## src/rtl/axi4_lite_rr_master_arb.sv

```systemverilog
// Two-requester round-robin arbiter that serialises single commands onto one AXI4-Lite master port.
// Define AXI_ARB_STATS_EN to add saturating per-requester grant counters on GRANT_CNT0/GRANT_CNT1.
module axi4_lite_rr_master_arb #(
    parameter int ADDRESS    = 32,
    parameter int DATA_WIDTH = 32,
    parameter int CNT_WIDTH  = 16
) (
    input  logic                    ACLK,
    input  logic                    ARESETN,
    input  logic [1:0]              REQ_VALID,
    input  logic [1:0]              REQ_WE,
    input  logic [2*ADDRESS-1:0]    REQ_ADDR,
    input  logic [2*DATA_WIDTH-1:0] REQ_WDATA,
    output logic [1:0]              REQ_READY,
    output logic [1:0]              RSP_VALID,
    output logic [DATA_WIDTH-1:0]   RSP_DATA,
    output logic                    RSP_ERR,
    output logic [ADDRESS-1:0]      M_AWADDR,
    output logic                    M_AWVALID,
    input  logic                    M_AWREADY,
    output logic [DATA_WIDTH-1:0]   M_WDATA,
    output logic [3:0]              M_WSTRB,
    output logic                    M_WVALID,
    input  logic                    M_WREADY,
    input  logic [1:0]              M_BRESP,
    input  logic                    M_BVALID,
    output logic                    M_BREADY,
    output logic [ADDRESS-1:0]      M_ARADDR,
    output logic                    M_ARVALID,
    input  logic                    M_ARREADY,
    input  logic [DATA_WIDTH-1:0]   M_RDATA,
    input  logic [1:0]              M_RRESP,
    input  logic                    M_RVALID,
    output logic                    M_RREADY
`ifdef AXI_ARB_STATS_EN
    ,
    output logic [CNT_WIDTH-1:0]    GRANT_CNT0,
    output logic [CNT_WIDTH-1:0]    GRANT_CNT1
`endif
);

    typedef enum logic [2:0] {
        IDLE,
        WR,
        WR_RESP,
        RD_ADDR,
        RD_DATA,
        RESP
    } state_e;

    if (CNT_WIDTH < 1) begin : g_bad_cnt_width
        $error("CNT_WIDTH must be at least 1");
    end

    state_e                  state_q, state_d;
    logic                    last_grant_q, last_grant_d;
    logic                    owner_q, owner_d;
    logic [ADDRESS-1:0]      addr_q, addr_d;
    logic [DATA_WIDTH-1:0]   wdata_q, wdata_d;
    logic                    aw_pend_q, aw_pend_d;
    logic                    w_pend_q, w_pend_d;
    logic [DATA_WIDTH-1:0]   rsp_data_q, rsp_data_d;
    logic                    rsp_err_q, rsp_err_d;
    logic                    gnt;
    logic [1:0]              req_ready;

    // NOTE: every signal written here gets a default first, so no path can leave it unassigned and infer a latch.
    always_comb begin
        state_d      = state_q;
        last_grant_d = last_grant_q;
        owner_d      = owner_q;
        addr_d       = addr_q;
        wdata_d      = wdata_q;
        aw_pend_d    = aw_pend_q;
        w_pend_d     = w_pend_q;
        rsp_data_d   = rsp_data_q;
        rsp_err_d    = rsp_err_q;
        gnt          = 1'b0;
        req_ready    = 2'b00;

        unique case (state_q)
            IDLE: begin
                // ARESETN gating keeps REQ_READY low while reset is held.
                if (ARESETN && (REQ_VALID != 2'b00)) begin
                    gnt          = (REQ_VALID == 2'b11) ? ~last_grant_q : REQ_VALID[1];
                    req_ready    = gnt ? 2'b10 : 2'b01;
                    owner_d      = gnt;
                    last_grant_d = gnt;
                    addr_d       = gnt ? REQ_ADDR[ADDRESS +: ADDRESS] : REQ_ADDR[0 +: ADDRESS];
                    wdata_d      = gnt ? REQ_WDATA[DATA_WIDTH +: DATA_WIDTH]
                                       : REQ_WDATA[0 +: DATA_WIDTH];
                    if (REQ_WE[gnt]) begin
                        state_d   = WR;
                        aw_pend_d = 1'b1;
                        w_pend_d  = 1'b1;
                    end else begin
                        state_d   = RD_ADDR;
                    end
                end
            end
            WR: begin
                // AW and W retire independently; both may complete on the same edge.
                aw_pend_d = aw_pend_q & ~M_AWREADY;
                w_pend_d  = w_pend_q & ~M_WREADY;
                if (!aw_pend_d && !w_pend_d) begin
                    state_d = WR_RESP;
                end
            end
            WR_RESP: begin
                if (M_BVALID) begin
                    rsp_data_d = '0;
                    rsp_err_d  = |M_BRESP;
                    state_d    = RESP;
                end
            end
            RD_ADDR: begin
                if (M_ARREADY) begin
                    state_d = RD_DATA;
                end
            end
            RD_DATA: begin
                if (M_RVALID) begin
                    rsp_data_d = M_RDATA;
                    rsp_err_d  = |M_RRESP;
                    state_d    = RESP;
                end
            end
            RESP: begin
                state_d = IDLE;
            end
            default: begin
                state_d = IDLE;
            end
        endcase
    end

    // NOTE: non-blocking assignments here so every flop samples pre-edge values regardless of statement order.
    always_ff @(posedge ACLK or negedge ARESETN) begin
        if (!ARESETN) begin
            state_q      <= IDLE;
            last_grant_q <= 1'b1;
            owner_q      <= 1'b0;
            addr_q       <= '0;
            wdata_q      <= '0;
            aw_pend_q    <= 1'b0;
            w_pend_q     <= 1'b0;
            rsp_data_q   <= '0;
            rsp_err_q    <= 1'b0;
        end else begin
            state_q      <= state_d;
            last_grant_q <= last_grant_d;
            owner_q      <= owner_d;
            addr_q       <= addr_d;
            wdata_q      <= wdata_d;
            aw_pend_q    <= aw_pend_d;
            w_pend_q     <= w_pend_d;
            rsp_data_q   <= rsp_data_d;
            rsp_err_q    <= rsp_err_d;
        end
    end

    // All master-side valids come straight from flops, never from a same-cycle READY.
    assign REQ_READY = req_ready;
    assign RSP_VALID = (state_q == RESP) ? (owner_q ? 2'b10 : 2'b01) : 2'b00;
    assign RSP_DATA  = rsp_data_q;
    assign RSP_ERR   = rsp_err_q;
    assign M_AWADDR  = addr_q;
    assign M_AWVALID = (state_q == WR) && aw_pend_q;
    assign M_WDATA   = wdata_q;
    assign M_WSTRB   = 4'hF;
    assign M_WVALID  = (state_q == WR) && w_pend_q;
    assign M_BREADY  = (state_q == WR_RESP);
    assign M_ARADDR  = addr_q;
    assign M_ARVALID = (state_q == RD_ADDR);
    assign M_RREADY  = (state_q == RD_DATA);

`ifdef AXI_ARB_STATS_EN
    logic [CNT_WIDTH-1:0] grant_cnt0_q, grant_cnt0_d;
    logic [CNT_WIDTH-1:0] grant_cnt1_q, grant_cnt1_d;

    // Counters stick at all-ones instead of wrapping.
    always_comb begin
        grant_cnt0_d = grant_cnt0_q;
        grant_cnt1_d = grant_cnt1_q;
        if (req_ready[0] && (grant_cnt0_q != '1)) begin
            grant_cnt0_d = grant_cnt0_q + CNT_WIDTH'(1);
        end
        if (req_ready[1] && (grant_cnt1_q != '1)) begin
            grant_cnt1_d = grant_cnt1_q + CNT_WIDTH'(1);
        end
    end

    always_ff @(posedge ACLK or negedge ARESETN) begin
        if (!ARESETN) begin
            grant_cnt0_q <= '0;
            grant_cnt1_q <= '0;
        end else begin
            grant_cnt0_q <= grant_cnt0_d;
            grant_cnt1_q <= grant_cnt1_d;
        end
    end

    assign GRANT_CNT0 = grant_cnt0_q;
    assign GRANT_CNT1 = grant_cnt1_q;
`endif

endmodule

```

## config.mk

```make
export PLATFORM = sky130hd
export DESIGN_NAME = axi4_lite_rr_master_arb
export DESIGN_NICKNAME = d
export VERILOG_FILES = /design/src/rtl/axi4_lite_rr_master_arb.sv
export SDC_FILE = /design/constraint.sdc
export NUM_CORES = 1
export LEC_CHECK = 0
export CORE_AREA = 2 2 122 124
export DETAILED_ROUTE_END_ITERATION = 12
export DIE_AREA = 0 0 124 126
export GPL_TIMING_DRIVEN = 0
export PLACE_DENSITY = 0.77
export SYNTH_ARGS = -nofsm -noshare
export SYNTH_HDL_FRONTEND = slang
export SYNTH_SLANG_ARGS = --single-unit
```

## constraint.sdc

```tcl
create_clock -name ACLK -period 2.3 [get_ports ACLK]
set_clock_uncertainty 0.05 [all_clocks]
set_input_delay 0.69 -clock ACLK [delete_from_list [all_inputs] [get_ports ACLK]]
set_output_delay 0.69 -clock ACLK [all_outputs]
set_load 0.05 [all_outputs]
```

Word level (Yosys, flattened, before mapping)
Index checks and enable logic that the tools add are counted.

Register bits after elaboration: 104. Bits of input ports: 175. Output and inout port bits: 142. Word-level logic and storage cells: 70.

Magnitude comparators: 1. Eq/ne operators: 12. Mux-type cells: 27. Bitwise logic cells: 5. Reductions and logical operators: 16.

Operators by type and width (number): 32-bit two-way mux (4); 32-bit case mux with 2 select lines (1); 3-bit two-way mux (5); 3-bit case mux with 5 select lines (1); 2-bit two-way mux (6); 2-bit != test, second input constant (5); 1-bit two-way mux (7); 3-bit by 2-bit equality test with 1-bit output, second input constant (2); 3-bit equality test, second input constant (2); 1-bit case mux with 2 select lines (3); 3-bit AND reduction (2); 2-bit nonzero test (3); 5-bit AND reduction (1); 1-bit logical AND (4); 2-bit OR reduction (2); 3-bit by 1-bit equality test with 1-bit output, second input constant (1); 3-bit logical NOT (1); 1-bit inverter (3); 1-bit bitwise AND (2); 2-bit equality test, second input constant (1); 1-bit logical NOT (2); 1-bit by 2-bit < comparator with 1-bit output, second input constant (1); 2-bit by 1-bit != test with 1-bit output, second input constant (1); 2-bit AND reduction (1).

Logic depth before layout (Yosys ltp)
Depth in word-level cells: 7. Depth in mapped cells: 7. Mapped depth without buffers: 4.

Least setup slack after synthesis
Ideal clock, no wire load.

Path kind: input-to-output. Start: input port REQ_VALID[1]. End: output port REQ_READY[0]. Arrival time: 2.010 ns. Data required time: 1.560 ns. Setup slack: -0.450 ns. Stages on the path: 5. Path through: o21ai_1 -> nand3b_2 -> buf_2 -> buf_2 -> nor2_1.

Word-level cells in the longest chain between the ends: 5.

RTL lines: start: declaration (RTL line 10) `input logic [1:0] REQ_VALID,`; 2-bit equality test (RTL line 85) `gnt = (REQ_VALID == 2'b11) ? ~last_grant_q : REQ_VALID[1];`; 1-bit two-way mux (RTL line 85); 2-bit two-way mux (RTL line 86) `req_ready = gnt ? 2'b10 : 2'b01;`; 2-bit two-way mux (*) (RTL line 84) `if (ARESETN && (REQ_VALID != 2'b00)) begin`; 2-bit two-way mux (*) (RTL line 81) `unique case (state_q)`; end: declaration (RTL line 14) `output logic [1:0] REQ_READY,`.

Every way passes the cells marked *; elsewhere a longest branch is shown, timed or not.

Worst setup path after layout
Start: input port REQ_VALID[1]. End: output port REQ_READY[1].

Same word-level chain as after synthesis.

==> results.sh <==
export IMPL_hold_path_class="in2async"
export IMPL_yosys_warnings=0
export IMPL_holdWs_ps=112
export IMPL_status="complete, no violations"
export IMPL_grt_use_total_pct=21.6
export IMPL_num_vias=4622
export IMPL_place_gp_congestion=0.821
export IMPL_grt_pass1_wl_um=25700
export IMPL_start_util_pct=34.4
export IMPL_cap_violations=0
export IMPL_ys_ff_latch=104
export IMPL_synthesis_area_um2=4920
export IMPL_dp_cells=946
export IMPL_path_class="in2out"
export IMPL_htree_levels=3
export IMPL_clockRootBuffer="clkbuf_16"
export IMPL_fp_row_count=44
export IMPL_setup_ws_ps=25.8
export IMPL_timing_critical_path_buf_inv=3
export IMPL_timing_critical_path_max_delay_family="buffers and inverters"
export IMPL_clkSlewWorstSetupHoldPaths_ps=70
export IMPL_cp_max_fo=4
export IMPL_p_leak_uw=0.00471
export IMPL_ioPinCount=317
export IMPL_ant_nets=0
export IMPL_period_minus_slack_ps=2270
export IMPL_drtIter0Drc=183
export IMPL_antenna_found_initial=0
export IMPL_worstMarginPinSlew_ps=560
export IMPL_crit_required_ps=1560
export IMPL_port_buffers=312
export IMPL_met1Wirelength_um=6320
export IMPL_postSynthCellCount=446
export IMPL_synthSimpleGateAreaFrac_pct=8.39
export IMPL_rsz0062_at_grt="yes"
export IMPL_syn_to_final_growth_pct=79.4
export IMPL_maxSlewViolCount=0
export IMPL_synth_fa_ha_area_share_pct=0
export IMPL_wire_per_inst_um=17.5
export IMPL_final_cells=972
export IMPL_hold_viol_final=0
export IMPL_r2r_cells=5
export IMPL_powerDensity_nw_per_um2=1440
export IMPL_num_nets_final=959
export IMPL_synth_yosys_seq_area_share_pct=52.9
export IMPL_cp_slowest_cell="and4b_2"
export IMPL_overflow=0
export IMPL_start_kind="input pin"
export IMPL_clockBufferDepth=2
export IMPL_met2_length_um=9030
export IMPL_finalCritPeriodShare_pct=98.9
export IMPL_drive_above_1_share_pct=14.7
export IMPL_drc=0
export IMPL_wl_met3_um=1410
export IMPL_coreArea_um2=14300
export IMPL_synth_compound_area_share_pct=15.1
export IMPL_muxShareOfSynthArea_pct=13.5
export IMPL_clock_latency_ps=350
export IMPL_die_x_um=124
export IMPL_fmax_mhz=440
export IMPL_top_layer="met4"
export IMPL_diodes=0
export IMPL_cts_tree="done"
export IMPL_vdd_ir_drop_max_mv=0.882
export IMPL_die_height_um=126
export IMPL_syn_mean_instance_area_um2=11.0
export IMPL_crit_path_cell_trace="buf_6, a21boi_4, buf_12, and4b_2, buf_8"
export IMPL_cp_depth=5
export IMPL_dr_pass1_iters=4
export IMPL_vias_per_cell=4.76
export IMPL_synth_top_family_by_area="compound AO/OA/AOI/OAI gates"
export IMPL_setup_violations=0
export IMPL_cp_end_kind="primary output"
export IMPL_cts_sinks=104
export IMPL_cts_made_buffers=9
export IMPL_die_area_um2=15600
export IMPL_slowest_delay_ps=270
export IMPL_grt_max_degree=64
export IMPL_routed_wl_um=17000
export IMPL_post_place_ws_ps=-1640
export IMPL_grt_pass1_vias=4695
export IMPL_synth_xor_area_share_pct=0
export IMPL_crit_arrival_ps=1530
export IMPL_slew_headroom_pct=62.6
export IMPL_synth_distinct_cells=39
export IMPL_dpl_hpwl_um=13400
cells in the final DEF, fill, tap and decap left out, types with 4 or more instances in the layout:
cell             synthesis  final
clkbuf_16                0     10
dfrtp_1                103    102
nand2_1                 66     66
buf_4                   41     51
conb_1                   1      4
dlygate4sd2_1            0     61
buf_2                   12     13
dlymetal6s2s_1           0     43
nor2_1                   6      5
a21o_1                   4      4
o21ai_1                 67     66
clkdlybuf4s50_1          0    196
a21oi_1                  4      4
clkbuf_1                 6      7
buf_8                    3      7
a22o_1                  32     32
mux2i_1                 65     65
buf_6                    4      8
metal layers:
metal,track usage (%),up-vias
li1,-,2197
met1,24.3,2198
met2,39.5,207
met3,6.07,20
met4,6.01,0
met5,0,-
layout make-up:
class / instances / area, µm²
well taps: 184 / 230
repair buffers: 325 / 3300
inverters: 4 / 15.0
fillers: 1200 / 5490
flip-flops and latches: 104 / 2610
multi-input cells: 275 / 1870
plain buffers: 65 / 510
clock buffers: 13 / 260
clock inverters: 2 / 38.8
path summary, 6_finish.rpt:
| check | startpoint | endpoint | slack (ps) |
|---|---|---|---|
| worst max-delay path | REQ_VALID[1] | REQ_READY[1] | 30 |
| min in group ACLK | M_WDATA[13] | M_WDATA[13] | 430 |
| worst min register to register | M_WDATA[13] | M_WDATA[13] | 430 |
| worst min-delay path | ARESETN | M_ARADDR[20] | 110 |
| worst max register to register | state_q[0] | M_WDATA[27] | 630 |
| max in group asynchronous | ARESETN | M_ARADDR[18] | 1550 |
report_power, final:
| part | internal, µW | switching (µW) | total (µW) |
|---|---|---|---|
| logic | 2720 | 5260 | 7980 |
| clock network | 901 | 655 | 1560 |
| registers | 2620 | 549 | 3170 |
per-stage QoR:
stage	TNS, ps	instance area (µm²)	utilization (%)	power, µW
final	0	8830	61.7	12700
after global routing	-36.9	8830	61.7	13300
after CTS	-104	8630	60.3	12800
after detailed placement	-23680	8330	58.2	11500
after global placement	-636560	8300	58.0	11400
after floorplan	-19.6	4950	-	8570
state kept, by name (all words and copies together), names as in the netlist:
name          count
owner_q           1
RSP_DATA         32
RSP_ERR           1
M_WDATA          32
aw_pend_q         1
M_ARADDR         32
state_q           3
last_grant_q      1
w_pend_q          1
logic make-up after synthesis:
group / after synthesis
AO/OA/AOI/OAI: 115
buffers and inverters: 70
flip-flops: 104
multiplexers: 66
other: 1
AND/OR/NAND/NOR: 90
cell usage after synthesis:
master     count  share of area [%]
dfrtp_1      103                 52
o21ai_1       67                6.8
nand2_1       66                5.0
mux2i_1       65                 13
buf_4         41                6.3
a22o_1        32                5.7
buf_2         12                1.2
clkbuf_1       6               0.46
nor2_1         6               0.46
a21o_1         4               0.61
a21oi_1        4               0.41
buf_6          4               0.92
buf_8          3               0.92
and3_1         2               0.25
inv_1          2               0.15
inv_2          2               0.15
nand2b_1       2               0.25
nand3_1        2               0.20
nor3_1         2               0.20
o31ai_1        2               0.31
a211o_1        1               0.18
a21boi_2       1               0.23
a2bb2oi_1      1               0.18
and3_2         1               0.15
and3_4         1               0.23
and3b_1        1               0.18
and3b_2        1               0.20
and4b_1        1               0.20
conb_1         1              0.076
dfstp_2        1               0.53
mux2_2         1               0.23
nand3b_2       1               0.23
nor2_4         1               0.23
nor2b_2        1               0.18
o21ai_0        1               0.10
o21ai_4        1               0.33
o22ai_2        1               0.25
or2b_1         1               0.15
or3b_4         1               0.23
what timing repair did:
| action | CTS | global route |
|---|---|---|
| endpoints found under the setup margin | 71 | 50 |
| cloned | 0 | 1 |
| pin swaps | 2 | 3 |
| buffers inserted | 6 | 5 |
| resized for setup | 137 | 55 |
| hold buffers | 0 | 0 |
No activity file was read; power rests on OpenSTA's default activity.
==> edit 1: new RTL, same flow settings <==
Set the parameter `DATA_WIDTH` to 24 (it was 32).
--- a/src/rtl/axi4_lite_rr_master_arb.sv
+++ b/src/rtl/axi4_lite_rr_master_arb.sv
@@ -2,7 +2,7 @@
 // Define AXI_ARB_STATS_EN to add saturating per-requester grant counters on GRANT_CNT0/GRANT_CNT1.
 module axi4_lite_rr_master_arb #(
     parameter int ADDRESS    = 32,
-    parameter int DATA_WIDTH = 32,
+    parameter int DATA_WIDTH = 24,
     parameter int CNT_WIDTH  = 16
 ) (
     input  logic                    ACLK,
Interface: changed (resized M_RDATA, M_WDATA, REQ_WDATA and RSP_DATA); port bits go from 317 to 277. No check against the original RTL was run, so the function may have changed too.
==> edit 1 against the unedited design <==
  * The run now ends with setup timing left
  * Critical path depth is the same
  * Worst setup slack got worse by 0.16 ns
  * Sequential cell count fell by 16
  * Wire length decreased by 13%
  * Global-route usage fell by 2.9 points
  * Design area fell by 12%
  * Via count is 12% lower
  * Total power shrank 11%
  * Area after synthesis fell by 14%
  * Sequential share of layout area fell by 1.2 points
  * Highest routed layer unchanged
==> edit 1: results (changes against the unedited design) <==
Outcome
  – Status: finished, violations left
  – Failing checks: setup timing

Clock network
  – Htree depth: 3 (unchanged)
  – Clk slew on worst S/H paths: 0.06 ns
  – CTS Buf Count: 9 (unchanged)
  – Skew-Pair Late Insertion Delay: 0.34 ns
  – Root Buffer: clkbuf_16
  – Max Root-Sink Buffers: 2 (unchanged)

Placed design
  – Post-Place Setup Slack: -1.73 ns (-0.0878 ns)
  – Post-DP HPWL: 11100 um (-17%)
  – Routability Congestion: 0.812 (-1.1%)
  – Port buffer count: 272 (-13%)

Cells and area
  – Nets: 845 (-12%)
  – Filler instances: 1255 (+4.6%)
  – Antenna cell count: 0 (unchanged)
  – Max reg flops: 32
  – Share of post-route cells with drive strength above 1: 0.163 (+0.0159)

Setup path
  – Reg-to-Reg Start: state_q[0]$_DFFE_PN0P_
  – FF-to-FF End: M_WDATA[20]$_DFFE_PN0P_
  – WP data arrival: 1.70 ns (+0.17 ns)
  – CP Max Fanout: 3 (-1)
  – R2R setup slack: 0.45 ns (-0.18 ns)
  – Register-to-Register Path Depth: 6 (+1)

Synth
  – Synth unique cells: 36 (-7.7%)
  – Ys flop type: dfrtp_1
  – Synth Warn #: 0 (unchanged)
  – Synth cell count leaders: 87 x dfrtp_1, 59 x mux2i_1, 59 x nand2_1
  – EDFF count, synth: 0 (unchanged)
  – Async S/R FF share, synth: 1.00 (unchanged)
  – Seq/Total Area, Yosys: 0.522 (-0.00718)
  – Top post-synthesis cells by area: dfrtp_1 52%, mux2i_1 14%, buf_4 6.8%

Global routing
  – Initial antenna violation count: 0 (unchanged)
  – Global-route wire length before repair: 22200 um (-14%)
  – Total GRT Usage: 0.187 (-0.0290)
  – Number of global-route vias before repair: 4193 (-11%)
  – Pin count of the biggest net entering global routing: 46 (-28%)

Power and ir drop
  – Leakage power: 3.98 nW (-16%)
  – Net switching power: 5.69 mW (-12%)
  – Maximum VDD drop: 0.729 mV (-17%)

Detailed routing
  – Iter 0 DRT Violations: 143 (-22%)
  – Via count: 4046 (-12%)
  – Wire per inst: 16.8 um (-4.2%)
  – Drt first pass iters: 4 (unchanged)

STA
  – Final worst setup slack: -0.136 ns (-0.162 ns)
  – Final Setup Violations: 2 (+2)
  – Worst slew pin tran: 0.579 ns (+0.0185 ns)

Hold path
  – Hold Crit Class: primary input to async pin
[edit 1: changes by cell type after synthesis, moves of 6 or more]
cell     unedited run  this run
o21ai_1            67        40
dfrtp_1           103        87
o21ai_0             1        17
a22o_1             32        24
nand2_1            66        59
mux2i_1            65        59
[edit 1: critical path, cell delays in order]
cell and delay, ns:
buf_16 0.09, o21ai_4 0.05, or4_4 0.58, nor2_4 0.12, buf_8 0.15
[edit 1: final cells by class]
cell class,instances,area [um2],area share
Clock buffer,14,264,0.0339
Multi-Input combinational cell,240,1620,0.207
Sequential cell,88,2210,0.283
Timing Repair Buffer,288,2960,0.379
Inverter,6,22.5,0.00289
Buffer,61,464,0.0595
Tap cell,184,230,0.0295
Clock inverter,2,37.5,0.00481
[edit 1: metal layers]
metal,share of wire,vias up,track usage
met5,0,-,0
met4,0.012,0,0.0628
met3,0.096,11,0.0453
met2,0.52,203,0.335
met1,0.38,1903,0.216
li1,-,1929,-
[edit 1: kinds of logic (layout without fill, tap and decap cells)]
group           count (synthesis)  in the layout  synth area share
simple gates                   81             81            0.0836
flops                          88             88             0.522
other cells                     1              4          0.000888
compound gates                 95             95             0.142
mux                            60             60             0.143
buf+inv                        69            371             0.109
[edit 1: what timing repair did]
item                                    CTS  global route
endpoints found under the setup margin  110            38
pin swaps                                 3             3
buffers inserted                          6             7
gates cloned                              2             0
resized for setup                       129            47
[edit 1: power by group through the flow]
stage	registers (mW)	logic, mW	clock network [mW]
2_1_floorplan	4.70	2.75	0
3_3_place_gp	2.68	7.21	0
3_5_place_dp	2.71	7.31	0
4_1_cts	2.70	7.17	1.53
5_1_grt	2.78	7.54	1.60
6_report	2.69	7.15	1.48
[edit 1: worst max path at each step]
stage	start	endpoint	cells after the start
2_1_floorplan	REQ_VALID[1]	REQ_READY[0]	5
3_3_place_gp	ARESETN	REQ_READY[0]	7
3_5_place_dp	ARESETN	REQ_READY[0]	7
4_1_cts	ARESETN	REQ_READY[0]	7
5_1_grt	last_grant_q$_DFFE_PN1P_	REQ_READY[0]	6
6_report	ARESETN	REQ_READY[0]	5
[edit 1: through the flow]
stage	setup TNS [ns]	instances	area, um2	hold WS, ns
2_1_floorplan	-0.221	397	4240	0.344
3_3_place_gp	-474.55	853	7190	0.412
3_5_place_dp	-35.95	854	7220	0.420
4_1_cts	-0.361	878	7650	0.213
5_1_grt	-0.388	883	7800	0.220
6_report	-0.158	883	7800	0.231
==> edit 2: new RTL, same settings <==
Made on the original files. Take the reset off `wdata_q` and load it in a clocked block of its own.
--- a/src/rtl/axi4_lite_rr_master_arb.sv
+++ b/src/rtl/axi4_lite_rr_master_arb.sv
@@ -141,7 +141,6 @@
             last_grant_q <= 1'b1;
             owner_q      <= 1'b0;
             addr_q       <= '0;
-            wdata_q      <= '0;
             aw_pend_q    <= 1'b0;
             w_pend_q     <= 1'b0;
             rsp_data_q   <= '0;
@@ -151,12 +150,15 @@
             last_grant_q <= last_grant_d;
             owner_q      <= owner_d;
             addr_q       <= addr_d;
-            wdata_q      <= wdata_d;
             aw_pend_q    <= aw_pend_d;
             w_pend_q     <= w_pend_d;
             rsp_data_q   <= rsp_data_d;
             rsp_err_q    <= rsp_err_d;
         end
+    end
+
+    always_ff @(posedge ACLK) begin
+        wdata_q <= wdata_d;
     end
 
     // All master-side valids come straight from flops, never from a same-cycle READY.
Check against the original RTL: differs if ARESETN is asserted again (counterexample within 4 cycles, from zero or initial values and one cycle with ARESETN low); with ARESETN held inactive, the same outputs for 10 cycles.
==> edit 2 against the unedited design <==
  * The flow now finishes with violations (setup timing)
  * Sequential cell count did not move
  * Register-to-register slack got worse by 0.36 ns
  * Wire length fell by 9.0%
  * Critical path depth fell by 1
  * Clock power fell by 4%
  * Design area fell by 2.8%
  * Critical endpoint unchanged
  * Worst hold slack improved by 0.12 ns
  * Worst setup slack got worse by 0.23 ns
  * Total power fell by 8.8%
  * Area after synthesis fell by 3.2%
==> edit 2: results (changes against the unedited design) <==
STA
  – Hold WS: 0.231 ns (+0.120 ns)
  – Final Setup Violations: 2 (+2)
  – Final worst setup slack: -0.202 ns (-0.228 ns)
  – Final setup TNS: -0.391 ns (-0.391 ns)
  – Slew margin rel.: 0.582 (-0.0435)

Power and ir drop
  – Combinational gate power: 6.98 mW (-13%)
  – Leakage power: 4.21 nW (-11%)
  – Clock share of power: 0.130 (+0.008)
  – Maximum VDD drop: 0.925 mV (+4.9%)
  – Net switching power: 5.72 mW (-11%)

Placed design
  – Routability Congestion: 0.795 (-3.1%)
  – Post-Place Setup Slack: -1.84 ns (-0.193 ns)
  – Placed Area: 8140 um2 (-2.3%)
  – Dpl cells: 944 (-0.21%)
  – Post-DP HPWL: 11900 um (-11%)

Cells and area
  – Bufs w/o clock: 382 (-2.1%)
  – Clk cell area share: 0.0337 (-0.000198)
  – NonClk Buf Share: 0.427 (-0.00458)
  – Nets: 951 (-0.83%)
  – Layout clock buffer count: 10 (-3)
  – Multi-input gates: 277 (+0.73%)
  – Filler instances: 1148 (-4.3%)
  – Inverters excl. clock: 2 (-2)
  – Share of post-route cells with drive strength above 1: 0.138 (-0.00892)
  – Seq area share: 0.322 (+0.0269)
  – Fraction of area in multi-input gates: 0.189 (-0.0225)

Detailed routing
  – Met2 wire length: 7830 um (-13%)
  – Final wirelength: 15500 um (-9.0%)
  – M1 wire length: 5990 um (-5.1%)
  – Post-DR vias/cell: 4.61 (-3.2%)
  – Met3 WL: 1220 um (-14%)
  – Iter 0 DRT Violations: 189 (+3.3%)
  – Via count: 4444 (-3.9%)

Setup path
  – Register-to-Register Path Depth: 3 (-2)
  – Critical Path Start: state_q[1]$_DFFE_PN0P_
  – FF-to-FF End: M_WDATA[8]$_DFFE_PP_
  – WP data arrival: 1.76 ns (+0.23 ns)

Global routing
  – Pin count of the biggest net entering global routing: 37 (-42%)
  – Grt met3 use: 0.0394 (-0.0213)
  – GR Layer Usage met1: 0.224 (-0.0184)
  – Global-route wire length before repair: 23500 um (-8.7%)
  – Grt met2 use: 0.350 (-0.0452)
  – Total GRT Usage: 0.197 (-0.0195)

Synth
  – Syn_area_per_cell: 10.7 um2 (-2.9%)
  – Seq/Total Area, Yosys: 0.580 (+0.0508)
  – Compound-gate portion of the synthesized area: 0.118 (-0.0334)
  – Post-synthesis mux area share: 0.0738 (-0.0607)
  – EDFF count, synth: 32 (+32)
  – Top post-synthesis cells by area: dfrtp_1 37%, edfxtp_1 20%, nand2_1 10%
  – Synth cell count leaders: 133 x nand2_1, 71 x dfrtp_1, 42 x buf_4
  – Async S/R FF share, synth: 0.692 (-0.308)

Clock network
  – Max Root-Sink Buffers: 2 (unchanged)
  – Htree depth: 3 (unchanged)

Outcome
  – Status: finished, violations left
  – Failing checks: setup timing
## edit 2: cell types whose count changed in the layout (fill, tap and decap cells not counted), sizes merged, moves of 6 or more
| cell | delta |
|---|---|
| edfxtp | +32 |
| buf | -7 |
| dfrtp | -32 |
| nand2 | +67 |
| mux2i | -31 |
| clkbuf | -6 |
| dlymetal6s2s | -25 |
| o21ai | -34 |
| clkdlybuf4s50 | +26 |
## edit 2: worst max-delay path, cell delays in order, from the launching register on
cell and delay, ns:
dfrtp_1 0.40, or4_4 0.58, buf_8 0.15, nor2_4 0.12, buf_8 0.16
## edit 2: logic make-up (layout without fill, tap and decap cells)
kind of cell / after synthesis / in the layout
and+or+nand+nor: 157 / 157
DFF: 104 / 104
AOI/OAI and AO/OA: 81 / 81
buffers and inverters: 67 / 400
muxes: 35 / 35
other: 1 / 4
## edit 2: timing repair
item	4_1_cts	5_1_grt
buffers inserted	3	1
gates cloned	2	0
hold buffers	0	0
resized for setup	143	36
endpoints found under the setup margin	139	27
pin swaps	2	2
